<file path="src/rtl/exe_stage_pkg.sv">
// -----------------------------------------------------------------------------
// exe_stage_pkg
// Shared constants and enumerations for the execute stage and its iterative
// multiplier.
//   WORD_LEN    : data path width
//   INST_LEN    : instruction / PC width
//   EXE_CMD_LEN : width of the operation code
//   exe_cmd_e   : operation codes (10..15 are unused and act as NOP)
//   mul_state_e : multiplier sequencer states
// -----------------------------------------------------------------------------
package exe_stage_pkg;

    localparam int WORD_LEN    = 16;
    localparam int INST_LEN    = 16;
    localparam int EXE_CMD_LEN = 4;

    typedef enum logic [EXE_CMD_LEN-1:0] {
        CMD_NOP  = 4'd0,
        CMD_ADD  = 4'd1,
        CMD_SUB  = 4'd2,
        CMD_AND  = 4'd3,
        CMD_OR   = 4'd4,
        CMD_XOR  = 4'd5,
        CMD_SHL  = 4'd6,
        CMD_SHR  = 4'd7,
        CMD_MOVB = 4'd8,
        CMD_MUL  = 4'd9
    } exe_cmd_e;

    typedef enum logic [1:0] {
        IDLE = 2'd0,
        BUSY = 2'd1,
        DONE = 2'd2
    } mul_state_e;

endpackage

</file>
<file path="src/rtl/exe_mul.sv">
// -----------------------------------------------------------------------------
// exe_mul
// Iterative 16x16 shift-add multiplier keeping the low WORD_LEN bits of the
// unsigned product. One partial-product step per clock while BUSY.
//
// Handshake: start is sampled only in IDLE; on that edge the operands,
// destination and write enable are latched and the unit enters BUSY. After
// 16 steps it sits one cycle in DONE, where product/dest_q/wen_q are valid,
// then returns to IDLE. There is no backpressure: the consumer must take the
// result during DONE.
//
// Ports:
//   clk, nReset      clock, asynchronous active-low reset
//   start            request a multiply (meaningful in IDLE only)
//   a, b             operands
//   dest, wen        destination register / write enable to carry along
//   state            current sequencer state (also used for observation)
//   product          low 16 bits of a*b, valid in DONE
//   dest_q, wen_q    latched destination / write enable
// -----------------------------------------------------------------------------
module exe_mul
    import exe_stage_pkg::*;
(
    input  logic                clk,
    input  logic                nReset,
    input  logic                start,
    input  logic [WORD_LEN-1:0] a,
    input  logic [WORD_LEN-1:0] b,
    input  logic [3:0]          dest,
    input  logic                wen,
    output mul_state_e          state,
    output logic [WORD_LEN-1:0] product,
    output logic [3:0]          dest_q,
    output logic                wen_q
);

    mul_state_e          state_next;
    logic [3:0]          count;
    logic [WORD_LEN-1:0] mcand;
    logic [WORD_LEN-1:0] mplier;
    logic [WORD_LEN-1:0] acc;

    always_ff @(posedge clk or negedge nReset) begin
        if (!nReset) begin
            state <= IDLE;
        end else begin
            state <= state_next;
        end
    end

    always_comb begin
        state_next = state;
        case (state)
            IDLE:    if (start) state_next = BUSY;
            BUSY:    if (count == 4'd15) state_next = DONE;
            DONE:    state_next = IDLE;
            default: state_next = IDLE;
        endcase
    end

    // Multiplicand moves left and multiplier moves right each step, so bit 0
    // of mplier always selects whether the current shifted multiplicand is
    // added. Bits shifted out of mcand are beyond the kept 16-bit result.
    always_ff @(posedge clk or negedge nReset) begin
        if (!nReset) begin
            count  <= 4'd0;
            mcand  <= '0;
            mplier <= '0;
            acc    <= '0;
            dest_q <= 4'd0;
            wen_q  <= 1'b0;
        end else begin
            case (state)
                IDLE: begin
                    if (start) begin
                        count  <= 4'd0;
                        mcand  <= a;
                        mplier <= b;
                        acc    <= '0;
                        dest_q <= dest;
                        wen_q  <= wen;
                    end
                end
                BUSY: begin
                    if (mplier[0]) begin
                        acc <= acc + mcand;
                    end
                    mcand  <= mcand << 1;
                    mplier <= mplier >> 1;
                    count  <= count + 4'd1;  // wraps 15 -> 0 on the last step
                end
                default: begin
                end
            endcase
        end
    end

    assign product = acc;

endmodule

</file>
<file path="src/rtl/exe_stage.sv">
// -----------------------------------------------------------------------------
// exe_stage
// Execute stage: single-cycle ALU, conditional branch resolution and an
// optional iterative multiplier that stalls the front of the pipeline.
//
// Build option: define EXE_MUL_EN to include the multiplier. Without it,
// opcode 9 behaves as NOP and Stall is tied low.
//
// Ports:
//   clk, nReset    clock, asynchronous active-low reset
//   ImSel          operand B select: 1 = IMMG, 0 = RD2
//   xSel           operand A select: 1 = PC,   0 = RD1
//   Reg_W_En       instruction writes a register
//   BranchTK       instruction is a conditional branch (taken if RD1 == RD2)
//   EXE_CMD        operation code (exe_cmd_e)
//   PC             instruction address
//   Instruction    raw instruction, [11:8] = destination register
//   IMMG           sign-extended immediate
//   RD1, RD2       register operands
//   Stall          hold IF/ID and ID2EXE (combinational)
//   WB_En, WB_Dest, WB_Data   registered write-back
//   Br_Taken, Br_Addr         registered one-cycle branch redirect
//
// Pipeline handshake: when Stall is high the upstream registers hold, the
// instruction presented here is ignored except for the multiply capture, and
// this stage produces neither write-back nor redirect. When Stall is low the
// presented instruction is consumed at the next rising edge.
// -----------------------------------------------------------------------------
module exe_stage
    import exe_stage_pkg::*;
(
    input  logic                   clk,
    input  logic                   nReset,
    input  logic                   ImSel,
    input  logic                   xSel,
    input  logic                   Reg_W_En,
    input  logic                   BranchTK,
    input  logic [EXE_CMD_LEN-1:0] EXE_CMD,
    input  logic [INST_LEN-1:0]    PC,
    input  logic [INST_LEN-1:0]    Instruction,
    input  logic [WORD_LEN-1:0]    IMMG,
    input  logic [WORD_LEN-1:0]    RD1,
    input  logic [WORD_LEN-1:0]    RD2,
    output logic                   Stall,
    output logic                   WB_En,
    output logic [3:0]             WB_Dest,
    output logic [WORD_LEN-1:0]    WB_Data,
    output logic                   Br_Taken,
    output logic [INST_LEN-1:0]    Br_Addr
);

    logic [WORD_LEN-1:0] op_a;
    logic [WORD_LEN-1:0] op_b;
    logic [WORD_LEN-1:0] alu_result;
    logic                alu_valid;

    logic                stall_int;
    logic                mul_done;
    logic [WORD_LEN-1:0] mul_product;
    logic [3:0]          mul_dest;
    logic                mul_wen;

    // Only the destination field of the raw instruction matters here.
    logic unused_inst_bits;
    assign unused_inst_bits = ^{Instruction[15:12], Instruction[7:0]};

    always_comb begin
        op_a       = xSel  ? PC   : RD1;
        op_b       = ImSel ? IMMG : RD2;
        alu_result = '0;
        alu_valid  = 1'b1;
        case (EXE_CMD)
            CMD_ADD:  alu_result = op_a + op_b;
            CMD_SUB:  alu_result = op_a - op_b;
            CMD_AND:  alu_result = op_a & op_b;
            CMD_OR:   alu_result = op_a | op_b;
            CMD_XOR:  alu_result = op_a ^ op_b;
            CMD_SHL:  alu_result = op_a << op_b[3:0];
            CMD_SHR:  alu_result = op_a >> op_b[3:0];
            CMD_MOVB: alu_result = op_b;
            // NOP, MUL (handled by the sequencer) and unused codes never
            // write back through the single-cycle path.
            default:  alu_valid  = 1'b0;
        endcase
    end

`ifdef EXE_MUL_EN
    mul_state_e mul_state;
    logic       is_mul;

    assign is_mul = (EXE_CMD == CMD_MUL);

    exe_mul u_mul (
        .clk     (clk),
        .nReset  (nReset),
        .start   (is_mul),
        .a       (op_a),
        .b       (op_b),
        .dest    (Instruction[11:8]),
        .wen     (Reg_W_En),
        .state   (mul_state),
        .product (mul_product),
        .dest_q  (mul_dest),
        .wen_q   (mul_wen)
    );

    // The capture cycle already stalls so the MUL stays presented until the
    // sequencer owns it; DONE releases the pipeline one cycle early so the
    // next instruction arrives exactly as the product is written back.
    assign stall_int = ((mul_state == IDLE) && is_mul) || (mul_state == BUSY);
    assign mul_done  = (mul_state == DONE);
`else
    assign stall_int   = 1'b0;
    assign mul_done    = 1'b0;
    assign mul_product = '0;
    assign mul_dest    = 4'd0;
    assign mul_wen     = 1'b0;
`endif

    assign Stall = stall_int;

    always_ff @(posedge clk or negedge nReset) begin
        if (!nReset) begin
            WB_En    <= 1'b0;
            WB_Dest  <= 4'd0;
            WB_Data  <= '0;
            Br_Taken <= 1'b0;
            Br_Addr  <= '0;
        end else if (stall_int) begin
            WB_En    <= 1'b0;
            Br_Taken <= 1'b0;
        end else if (mul_done) begin
            // The instruction still presented in DONE is the held MUL itself,
            // so it must not be executed a second time.
            WB_En    <= mul_wen;
            WB_Dest  <= mul_dest;
            WB_Data  <= mul_product;
            Br_Taken <= 1'b0;
        end else begin
            WB_En    <= Reg_W_En && alu_valid;
            WB_Dest  <= Instruction[11:8];
            WB_Data  <= alu_result;
            Br_Taken <= BranchTK && (RD1 == RD2);
            Br_Addr  <= PC + IMMG;
        end
    end

endmodule

</file>
<file path="config.mk">
export PLATFORM = sky130hd
export DESIGN_NAME = exe_stage
export DESIGN_NICKNAME = d
export VERILOG_FILES = /design/src/rtl/exe_stage_pkg.sv /design/src/rtl/exe_mul.sv /design/src/rtl/exe_stage.sv
export SDC_FILE = /design/constraint.sdc
export NUM_CORES = 1
export LEC_CHECK = 0
export BUFFER_PORTS_ARGS = -buffer_cell sky130_fd_sc_hd__buf_4
export CAP_MARGIN = 40
export CORE_ASPECT_RATIO = 2
export CORE_MARGIN = 8
export CORE_UTILIZATION = 25
export DETAILED_ROUTE_END_ITERATION = 8
export SLEW_MARGIN = 20
export SYNTH_ARGS = -nofsm -noshare
export SYNTH_HDL_FRONTEND = slang
export SYNTH_SLANG_ARGS = --single-unit
</file>
<file path="constraint.sdc">
create_clock -name clk -period 0.8 [get_ports clk]
set_input_delay 0.16 -clock clk [delete_from_list [all_inputs] [get_ports clk]]
set_output_delay 0.16 -clock clk [all_outputs]
set_load 0.01 [all_outputs]
</file>
After elaboration in Yosys (flattened, before gate mapping)

Cells that the tools add are included.

Add/sub/neg operators: 3
Eq/ne operators: 9
Shift-type cells: 2
Multiplexer cells: 4
Bitwise gates (word level): 3
Reductions and logical operators: 3

Operator list:

| operator                                                              | number |
|---|---|
| 16-bit one-hot mux with 8 select lines                                | 1 |
| 16-bit adder                                                          | 2 |
| 16-bit two-way mux                                                    | 2 |
| 16-bit bitwise AND                                                    | 1 |
| 16-bit equality test                                                  | 1 |
| 4-bit by 3-bit equality test with 1-bit output, second input constant | 4 |
| 16-bit OR                                                             | 1 |
| 16-bit by 4-bit << shifter with 16-bit output                         | 1 |
| 16-bit by 4-bit >> shifter with 16-bit output                         | 1 |
| 16-bit subtractor                                                     | 1 |
| 16-bit XOR                                                            | 1 |
| 4-bit by 2-bit equality test with 1-bit output, second input constant | 2 |
| 8-bit OR reduction                                                    | 1 |
| 4-bit by 1-bit equality test with 1-bit output, second input constant | 1 |
| 4-bit equality test, second input constant                            | 1 |
| 1-bit logical AND                                                     | 2 |
| 1-bit two-way mux                                                     | 1 |

Bits in registers: 38
Input bits: 90
Output and inout bits: 39

Longest topological paths before layout

Depth in word-level cells: 4
Gate-level depth with buffers: 19

Least setup slack after synthesis

Ideal clock, no wire load.

Path type: input-to-reg
Start point: input port ImSel
End point: register WB_Data[14]
Data arrival time: 3.789 ns
Data required time: 0.661 ns
Path slack: -3.128 ns
Stages: 19
Path through: buf_6 buf_2 mux2i_1 buf_4 buf_4 buf_2 ha_1 nand2_1 o21ai_0 xnor2_1 ha_1 nand3_1 and2_1 and3_1 or4_1 a41oi_1 a21oi_1 mux2i_1 o211ai_1

Cells in the longest elaborated chain, start to end: 3
Elaborated cells on any way between the ends: 9
Classes of those cells: add/sub (2); shift (2); mux (2); bitwise (3)

RTL lines:

| item                                       | line             | text |
|---|---|---|
| from (decl)                                | exe_stage.sv:34  | `input logic ImSel,` |
| 16-bit two-way mux (*)                     | exe_stage.sv:69  | `op_b = ImSel ? IMMG : RD2;` |
| 16-bit subtractor (tied with other cells)  | exe_stage.sv:74  | `CMD_SUB: alu_result = op_a - op_b;` |
| 16-bit one-hot mux with 8 select lines (*) | exe_stage.sv:72  | `case (EXE_CMD)` |
| net alu_result[14]                         | exe_stage.sv:54  | `logic [WORD_LEN-1:0] alu_result;` |
| to (signal assigned)                       | exe_stage.sv:137 | `WB_Data <= mul_product;` |
| to (signal assigned)                       | exe_stage.sv:142 | `WB_Data <= alu_result;` |
| to (decl)                                  | exe_stage.sv:47  | `output logic [WORD_LEN-1:0] WB_Data,` |

Mark *: on every way through the listed nets, which the timed path passes. The rest lies on a longest branch.

Worst setup path after layout

Start point: input port RD2[0]
End point: register WB_Data[12]

Cells in the longest elaborated chain, start to end: 3
Elaborated cells on any way between the ends: 6
Classes of those cells: add/sub (2); shift (2); mux (2)

RTL lines:

| item                                       | line            | text |
|---|---|---|
| from (decl)                                | exe_stage.sv:43 | `input logic [WORD_LEN-1:0] RD2,` |
| 16-bit two-way mux (*)                     | exe_stage.sv:69 |  |
| 16-bit subtractor (tied with other cells)  | exe_stage.sv:74 |  |
| 16-bit one-hot mux with 8 select lines (*) | exe_stage.sv:72 |  |
| net alu_result[12]                         | exe_stage.sv:54 |  |

Marked as above.

==> results summary <==
The shortest clock period the worst path allows after layout is ~2.8 ns. The worst setup path is captured at a flop. For this run, the total global-route usage over all layers was measured as 20.3%. The sequential element share of the synthesized area came out at between 10% and 20%. In the layout the commonest cells are buf_4, buf_6, nor2_1. Of all flip-flops after synthesis, the portion carrying an async set or reset was between 90% and 100%. The number of filler instances in the final layout came out at 1992. The predominant post-synthesis flop cell is dfrtp_1. The checks that failed: setup timing. The path class of the tightest hold or removal check is input port to flop.

The final net count is between 1000 and 1500. The initial cell density of the core is about a quarter. The via count of the first global-routing pass came out at 7545. The wire length after detailed routing came out at roughly 28 mm. The share of the clock period used by the worst path after layout came out at 348%. The count of boundary I/O pins came out at about 130.

The flow ran to the end, but the final reports show violations. The CTS root buffer is clkbuf_16. The maximum vdd drop came out at just under 0.0009 V. The number of nets handed over by synthesis was roughly 850. The data required time at the worst endpoint came out at 0.99 ns.

For this run, the detailed router's first-pass iteration total came to 5. Dividing the detail-routed via count by the number of cells gives around 5.1. The internal power consumption came out at between 0.007 and 0.008 W.

The register share of total power came out at between 10% and 20%. Setup repair after global routing could not meet its margin everywhere. The data arrival time at the worst-slack endpoint is about 3 ns. In this run the deepest clock path goes through 2 buffers.

The global-route wire length before repair came out at around 41 mm. The worst setup path is launched from an input port. Measured along the y axis, the die boundary spans 224 um. The synthesized area came out at about 0.0054 mm^2. The worst pin sits at a relative slew slack of 55.0%.

The switching fraction of total power came out at about two fifths. The minimum hold slack is between 0.06 and 0.07 ns. In this run the horizontal extent of the chip is about 120 um. The power consumption is ~0.013 W. The setup-violating endpoint count in the final report is 71.

The largest net degree at the start of global routing is 28. The initial antenna violation count is 0. Row generation in the floorplan step produced 76 rows.

The storage element area is around 950 um^2. Summed over all nets, the switching power comes to approximately 0.0051 W. The number of nets with antenna violations after routing came out at 0. The area of the placeable core came out at around 0.021 mm^2. The floorplan step defined a die boundary enclosing roughly 0.027 mm^2. The measured slew at the worst slew-check pin came out at 0.668 ns. Routability-driven placement finished with a final weighted congestion of approximately 0.97.

For this run, the number of Yosys warnings is 0. In this run, the clock network consumes 16.7% of the power. The maximum fanout along the worst path is 5.

The area growth from synthesis to layout is 90.9%. Timing would allow up to 359 MHz. Buffers placed on the I/O ports in this run total 115. In the final layout, the share of cells above drive strength 1 is between 50% and 60%. For this block, the via count after detailed routing is 7041. TritonCTS built the clock tree.

The number of antenna cells inserted is 0. The fraction of power consumed by combinational cells came out at between 60% and 70%. In this run the static leakage power is slightly below 5 nW. The half-perimeter wire length after detailed placement came out at 22.9 mm. The max-capacitance violation count came out at 0.

The type of the setup path with the least slack is input port to flop. The number of clock sinks is 38. The worst setup margin came out at -1.98 ns.

In the final routed layout, each cell accounts on average for 20.2 um. The clock tree synthesis step divided the H-tree into 2 levels. The number of distinct standard cells referenced by the synthesized netlist is 65. The post-synthesis register bit count came out at 38. After synthesis, the mean cell area works out to around 8 um^2.

The number of flops mapped to enable cells by yosys came out at 0. The clock-pin slew on the worst setup and hold paths came out at ~0.060 ns. The DRC marker count from the first detailed-route iteration came out at 323. The cell count after synthesis came out at slightly below 700. Power spread over the standard cell area amounts to 1260 mW/mm^2. The multi-input combinational cells in the finished layout cover a total of just under 0.005 mm^2. The max-slew violation count was 0. The number of hold violations in the final report was 0. The total overflow reported by the global router is 0. The library cell used most frequently in the layout, excluding fill and tap cells, is buf_4. The number of DRC violations after detailed routing is 0. The total clock buffers created by CTS came out at 5.
[layout make-up]
class                      count  area share (%)
tap                          273            3.31
sequential                    38            9.24
timing repair buffer         445            37.2
clock buffer                   7            1.38
clock inverter                 1          0.0485
inverter                      44            1.61
multi-input combinational    579            47.2
[worst paths after layout]
path,from,to,slack [ns],cells after the start
min in group asynchronous,nReset,WB_Data[10],0.24,2
max in group asynchronous,nReset,WB_Dest[3],0.17,3
setup / recovery,RD2[0],WB_Data[12],-1.98,13
hold / removal,Reg_W_En,WB_En,0.07,2
[sequential cells by signal (all words and copies together), names as in the netlist]
register	flops
Br_Addr	16
Br_Taken	1
WB_Data	16
WB_Dest	4
WB_En	1
[logic make-up (layout without fill, tap and decap cells)]
group | after synthesis | after routing | share of synthesized area, %
AND/OR/NAND/NOR | 205 | 205 | 17.4
AO/OA/AOI/OAI | 202 | 202 | 24.7
buffers and inverters | 75 | 497 | 5.91
adder cells (fa/ha/maj) | 66 | 66 | 15.6
XOR/XNOR | 55 | 55 | 8.92
multiplexers | 50 | 50 | 9.80
flip-flops | 38 | 38 | 17.6
other | 1 | 1 | 0.0694
[metrics by stage]
step | setup slack, ns | util, % | std cells | TNS [ns] | area (um^2)
after global routing | -2.09 | 48.2 | 1387 | -45.39 | 10300
final | -1.98 | 48.2 | 1387 | -42.48 | 10300
after floorplan | -2.52 | - | 692 | -40.92 | 5690
after global placement | -2.36 | 42.4 | 1353 | -50.43 | 9060
after detailed placement | -2.48 | 42.4 | 1354 | -51.46 | 9070
after CTS | -1.91 | 46.9 | 1379 | -42.72 | 10000
[worst max-delay path, stage by stage]
cell,delay (ns)
buf_4,0.14
nor4_1,0.33
a21oi_2,0.14
o31ai_4,0.20
xnor2_1,0.09
ha_1,0.39
nand2_1,0.10
and2_4,0.17
and3_4,0.18
or4_4,0.44
a41oi_4,0.24
xnor2_1,0.11
o211ai_1,0.27
[timing repair]
item | CTS | global route
gates resized for setup | 145 | 46
buffers inserted | 12 | 11
pin swaps | 61 | 47
hold buffers | 5 | 0
hold endpoints to repair | 42 | 0
cloned | 3 | 0
endpoints found under the setup margin | 71 | 71
[metal layers]
| layer | vias to the layer above | global-route usage (%) | share of wire (%) | wire, um |
|---|---|---|---|---|
| met5 | - | 0 | 0 | 0 |
| met4 | 0 | 17.5 | 8.4 | 2340 |
| met3 | 104 | 1.82 | 3.1 | 881 |
| met2 | 213 | 40.5 | 57 | 15900 |
| met1 | 3361 | 17.2 | 32 | 8820 |
| li1 | 3363 | - | - | - |
[power by group through the flow]
stage / clock, W / sequential [W] / combinational, W
2_1_floorplan: 0 / 0.00248 / 0.00318
5_1_grt: 0.00225 / 0.00240 / 0.00899
4_1_cts: 0.00223 / 0.00238 / 0.00803
3_5_place_dp: 0 / 0.00236 / 0.00714
3_3_place_gp: 0 / 0.00235 / 0.00710
6_report: 0.00217 / 0.00237 / 0.00844
[synthesized netlist by cell type (4+ instances only)]
cell / instances / area share, %
o21ai_0: 40 / 3.7
nor2b_1: 5 / 0.58
o31ai_1: 6 / 0.83
a221oi_1: 11 / 1.8
a211oi_1: 8 / 1.1
ha_1: 64 / 15
nor3_1: 23 / 2.1
buf_2: 9 / 0.83
clkbuf_1: 16 / 1.1
o211ai_1: 16 / 2.2
a21oi_1: 51 / 4.7
a21boi_0: 5 / 0.70
dfrtp_1: 38 / 18
xor2_1: 14 / 2.3
o21a_1: 5 / 0.70
nand2b_1: 4 / 0.46
a31oi_1: 10 / 1.2
nor2_1: 70 / 4.9
nand2_1: 59 / 4.1
nand4_1: 5 / 0.58
o221ai_1: 10 / 1.6
inv_1: 41 / 2.8
nand3b_1: 5 / 0.70
nand3_1: 16 / 1.5
mux2i_1: 45 / 8.3
xnor2_1: 41 / 6.6
a21o_1: 9 / 1.3
a22oi_1: 7 / 0.97
Note: power is estimated with default switching activity, not from simulation.
